==> src/rtl/dmem_arbiter.sv <==
// Two-port round-robin arbiter in front of a single-port data memory.
// Port 1 can hold a bounded burst lock; responses are registered one cycle after grant.
module dmem_arbiter #(
  parameter int ADDR_WIDTH = 32,
  parameter int DATA_WIDTH = 32,
  parameter int MAX_BURST  = 4
) (
  input  logic                  clk,
  input  logic                  rst_n,

  input  logic                  p0_req,
  input  logic                  p0_we,
  input  logic [2:0]            p0_funct3,
  input  logic [ADDR_WIDTH-1:0] p0_addr,
  input  logic [DATA_WIDTH-1:0] p0_wdata,
  output logic                  p0_gnt,
  output logic                  p0_rvalid,
  output logic [DATA_WIDTH-1:0] p0_rdata,
  output logic                  p0_err,

  input  logic                  p1_req,
  input  logic                  p1_we,
  input  logic [2:0]            p1_funct3,
  input  logic [ADDR_WIDTH-1:0] p1_addr,
  input  logic [DATA_WIDTH-1:0] p1_wdata,
  output logic                  p1_gnt,
  output logic                  p1_rvalid,
  output logic [DATA_WIDTH-1:0] p1_rdata,
  output logic                  p1_err,
  input  logic                  p1_lock,

  output logic                  mem_wr_en,
  output logic [2:0]            mem_funct3,
  output logic [ADDR_WIDTH-1:0] mem_addr,
  output logic [DATA_WIDTH-1:0] mem_wdata,
  input  logic [DATA_WIDTH-1:0] mem_rd_data
);

  localparam int              CNT_W   = $clog2(MAX_BURST + 1);
  localparam logic [CNT_W-1:0] MAX_CNT = CNT_W'(MAX_BURST);

  // Size field is funct3[1:0]: 00 byte, 01 half, 1x word.
  function automatic logic misaligned(input logic [1:0] size, input logic [1:0] a);
    logic bad;
    case (size)
      2'b01:        bad = a[0];
      2'b10, 2'b11: bad = (a != 2'b00);
      default:      bad = 1'b0;
    endcase
    return bad;
  endfunction

  logic                  prio_q, prio_d;
  logic [CNT_W-1:0]      burst_cnt_q, burst_cnt_d;

  logic                  p0_rvalid_q, p0_rvalid_d;
  logic [DATA_WIDTH-1:0] p0_rdata_q, p0_rdata_d;
  logic                  p0_err_q, p0_err_d;
  logic                  p1_rvalid_q, p1_rvalid_d;
  logic [DATA_WIDTH-1:0] p1_rdata_q, p1_rdata_d;
  logic                  p1_err_q, p1_err_d;

  logic gnt0, gnt1;
  logic mis0, mis1;

  assign mis0 = misaligned(p0_funct3[1:0], p0_addr[1:0]);
  assign mis1 = misaligned(p1_funct3[1:0], p1_addr[1:0]);

  always_comb begin
    gnt0 = 1'b0;
    gnt1 = 1'b0;
    if (rst_n) begin
      if (p0_req && p1_req) begin
        if (p1_lock && (burst_cnt_q < MAX_CNT)) begin
          gnt1 = 1'b1;
        end else if (prio_q) begin
          gnt1 = 1'b1;
        end else begin
          gnt0 = 1'b1;
        end
      end else begin
        gnt0 = p0_req;
        gnt1 = p1_req;
      end
    end
  end

  assign p0_gnt = gnt0;
  assign p1_gnt = gnt1;

  // Port 0 drives the memory bus whenever port 1 is not granted.
  assign mem_addr   = gnt1 ? p1_addr   : p0_addr;
  assign mem_funct3 = gnt1 ? p1_funct3 : p0_funct3;
  assign mem_wdata  = gnt1 ? p1_wdata  : p0_wdata;
  assign mem_wr_en  = (gnt0 & p0_we & ~mis0) | (gnt1 & p1_we & ~mis1);

  always_comb begin
    prio_d = prio_q;
    if (gnt0) begin
      prio_d = 1'b1;
    end else if (gnt1) begin
      prio_d = 1'b0;
    end

    burst_cnt_d = burst_cnt_q;
    if (!p1_lock || gnt0) begin
      burst_cnt_d = '0;
    end else if (gnt1 && p0_req && (burst_cnt_q < MAX_CNT)) begin
      burst_cnt_d = burst_cnt_q + 1'b1;
    end
  end

  // Stores and misaligned accesses return zero data.
  always_comb begin
    p0_rvalid_d = gnt0;
    p0_err_d    = gnt0 & mis0;
    p0_rdata_d  = (gnt0 && !p0_we && !mis0) ? mem_rd_data : '0;
    p1_rvalid_d = gnt1;
    p1_err_d    = gnt1 & mis1;
    p1_rdata_d  = (gnt1 && !p1_we && !mis1) ? mem_rd_data : '0;
  end

  always_ff @(posedge clk) begin
    if (!rst_n) begin
      prio_q      <= 1'b0;
      burst_cnt_q <= '0;
      p0_rvalid_q <= 1'b0;
      p0_rdata_q  <= '0;
      p0_err_q    <= 1'b0;
      p1_rvalid_q <= 1'b0;
      p1_rdata_q  <= '0;
      p1_err_q    <= 1'b0;
    end else begin
      prio_q      <= prio_d;
      burst_cnt_q <= burst_cnt_d;
      p0_rvalid_q <= p0_rvalid_d;
      p0_rdata_q  <= p0_rdata_d;
      p0_err_q    <= p0_err_d;
      p1_rvalid_q <= p1_rvalid_d;
      p1_rdata_q  <= p1_rdata_d;
      p1_err_q    <= p1_err_d;
    end
  end

  assign p0_rvalid = p0_rvalid_q;
  assign p0_rdata  = p0_rdata_q;
  assign p0_err    = p0_err_q;
  assign p1_rvalid = p1_rvalid_q;
  assign p1_rdata  = p1_rdata_q;
  assign p1_err    = p1_err_q;

endmodule
==> config.mk <==
export PLATFORM = sky130hd
export DESIGN_NAME = dmem_arbiter
export DESIGN_NICKNAME = d
export VERILOG_FILES = /design/src/rtl/dmem_arbiter.sv
export SDC_FILE = /design/constraint.sdc
export NUM_CORES = 1
export LEC_CHECK = 0
export CORE_AREA = 2 2 121 123
export CTS_BUF_LIST = sky130_fd_sc_hd__clkbuf_4
export CTS_CLUSTER_SIZE = 28
export DETAILED_ROUTE_END_ITERATION = 10
export DIE_AREA = 0 0 123 125
export GPL_TIMING_DRIVEN = 1
export PLACE_DENSITY_LB_ADDON = 0.3
export SLEW_MARGIN = 20
export SYNTH_ARGS = -nofsm -noshare
export SYNTH_HDL_FRONTEND = slang
export SYNTH_SLANG_ARGS = --single-unit
==> constraint.sdc <==
create_clock -name clk -period 2.9 [get_ports clk]
set_clock_uncertainty 0.1 [all_clocks]
set_input_delay 0.58 -clock clk [delete_from_list [all_inputs] [get_ports clk]]
set_output_delay 0.58 -clock clk [all_outputs]
set_load 0.01 [all_outputs]
==> impl_metrics.toml <==
[run_status]
status = "completed"

[floorplan]
start_util_pct = 20.7
dieArea_sq_um = 15400
io_pins = 311
die-height_microns = 125
coreArea_sq_um = 14200
fp.dieW_microns = 123
num_rows = 44

[cts]
clock-sinks = 72
cts_tree = "yes"
path_clk_slew_ns = 0.11
cts_buffers = 9
cts_root_buffer = "clkbuf_4"
clock_path_buffers = 2
htree_levels = 3
clk_latency_ns = 0.40

[layout]
post-route-util_pct = 46.0
nFillCells = 1346
layout.nets = 754
antennaDiodeCount = 0
final_common_cell = "clkdlybuf4s50_1"
final_cell_mix = "clkdlybuf4s50_1, dfxtp_1, mux2_2"
instances_no_fill = 769
drive_gt1_share_pct = 23.9
area_growth_pct = 122

[job]
maxCapViolCount = 0

[drt]
drtIter0Drc = 56
vias_per_cell = 4.09
ant_nets = 0
routed_wl_microns = 13800
drc = 0
via_count = 3143
wl_per_cell_microns = 18.0
first_pass_iters = 4

[critical_path]
worstSetupStartpointType = "input port"
crit_type = "in -> out"
end_kind = "output port"
reg2regPathDepth = 6
critPathMaxFanout = 8
critPathArrivalTime_ns = 2.16
r2r-start = "prio_q"
cp.required_ns = 2.22
r2r_slack_ns = 0.81
r2r_end = "p1_rdata[8]"

[logic_synthesis]
synth.distinct_cells = 25
synthTopCellsByArea = "dfxtp_1, mux2_2, and2_1"
avgSynthCellArea_sq_um = 11.7
syn-cell-area_sq_um = 2940
async_flop_share_pct = 0
syn_nets = 425
yosys_warnings = 0
ys_ff_latch = 72
yosysSeqAreaShare_pct = 49.0
synth_edf_count = 0
yosys.area.top_type = "dfxtp_1"
synthFlopType = "dfxtp_1"
syn_inst = 251
netlist.area_leader.share_pct = 49.0

[hold_path]
hold-path-endpoint = "burst_cnt_q[1]"
hp-start = "burst_cnt_q[1]"
holdPathStages = 2
hold_path_class = "reg -> reg"

[global_route]
gr-total-overflow = 0
grt_usage_pct = 17.9
antenna_found_initial = 0
grt_max_degree = 33
grt_first_pass_wirelength_microns = 20200
grt_pass1_vias = 3395

[sta]
maxSlewViolCount = 0
max_slew.worst_pin.slew_ns = 0.378
min_period_ns = 2.84
setup_viol = 0
hold_viol = 0
rsz0062_at_grt = "no"
slew_headroom_pct = 74.6
period_share_pct = 97.9
max_freq_mhz = 352

[pwr]
seqPwrFrac_pct = 41.4
intPower_mw = 1.89
power_density_nw_per_um2 = 374
leakage_nw = 2.62
switching_share_pct = 22.5
peakVddDrop_uv = 248
switchingPower_mw = 0.551
p_comb_share_pct = 26.3
clockPowerShare_pct = 32.3

[place]
placed_cells = 746
place.detailed.hpwl_microns = 11400
io_buffers = 310
place.gp.congestion = 0.822
[cells in the mapped netlist (all sizes together), types with 2 or more instances]
library cell	number
nor2	6
mux2	67
clkbuf	6
nor2b	5
and2	65
o21ai	4
a21oi	2
o311a	2
buf	8
inv	2
nor3b	2
dfxtp	72
[critical path, cell delays in order]
cell,delay (ns)
clkdlybuf4s15_1,0.19
nor2b_4,0.14
o311a_4,0.37
buf_6,0.16
buf_16,0.14
buf_4,0.14
mux2_4,0.30
buf_6,0.13
[worst max-delay path by stage]
stage	start	end	cells past startpoint
2_1_floorplan	p1_lock	mem_wr_en	6
3_3_place_gp	p0_req	mem_wr_en	7
4_1_cts	p1_req	mem_addr[8]	6
6_report	p1_lock	mem_addr[0]	8
5_1_grt	prio_q	mem_addr[0]	6
3_5_place_dp	p1_lock	mem_wr_en	7
[per-stage QoR]
stage | area (sq um) | power, mW | worst slack [ns] | setup TNS, ns | hold slack, ns
finish | 6540 | 2.45 | 0.0622 | 0 | 0.429
global route | 6540 | 2.57 | 0.00304 | 0 | 0.459
CTS | 6520 | 2.48 | -0.0319 | -0.274 | 0.434
detailed placement | 6290 | 1.70 | -0.415 | -30.54 | 0.404
global placement | 6290 | 1.70 | -0.395 | -27.04 | 0.376
floorplan | 2940 | 1.23 | 0.578 | 0 | 0.365
[cell type report]
type | count | area (sq um) | area share [%]
Timing Repair Buffer | 332 | 3270 | 50.0
Sequential cell | 72 | 1440 | 22.1
Multi-Input combinational cell | 163 | 1400 | 21.4
Tap cell | 184 | 230 | 3.52
Clock inverter | 5 | 104 | 1.59
Clock buffer | 11 | 82.6 | 1.26
Inverter | 2 | 7.51 | 0.115
[logic make-up after synthesis]
group / share of synthesized area (%)
and+or+nand+nor: 17.5
xor gates and xnor gates: 0.298
buffers and inverters: 4.21
muxes: 26.0
DFF: 49.0
AOI/OAI and AO/OA: 2.59
adders and majority gates: 0.425
[per-layer routing]
metal	up-vias	share of wire, %	track usage (%)
li1	1505	-	-
met1	1452	36	18.5
met2	169	54	33.7
met3	17	7.9	5.38
met4	0	2.0	5.82
met5	-	0	0
[power groups by stage]
stage | clock network (mW) | logic [mW] | registers [mW]
after detailed placement | 0 | 0.665 | 1.04
final | 0.789 | 0.643 | 1.01
after global routing | 0.870 | 0.686 | 1.02
after floorplan | 0 | 0.190 | 1.04
after global placement | 0 | 0.665 | 1.04
after CTS | 0.820 | 0.650 | 1.01
[state kept, by name, indices dropped and copies added, names as in the netlist]
| register | count |
|---|---|
| p1_rdata | 32 |
| p1_rvalid | 1 |
| prio_q | 1 |
| p0_rvalid | 1 |
| p0_err | 1 |
| p0_rdata | 32 |
| burst_cnt_q | 3 |
| p1_err | 1 |
[what timing repair did]
action	CTS	global route
endpoints found under the setup margin	70	26
gates resized for setup	157	1
cloned	3	0
buffers inserted	2	1
hold buffers	0	0
pin swaps	1	1
(Power assumes the default switching activity.)
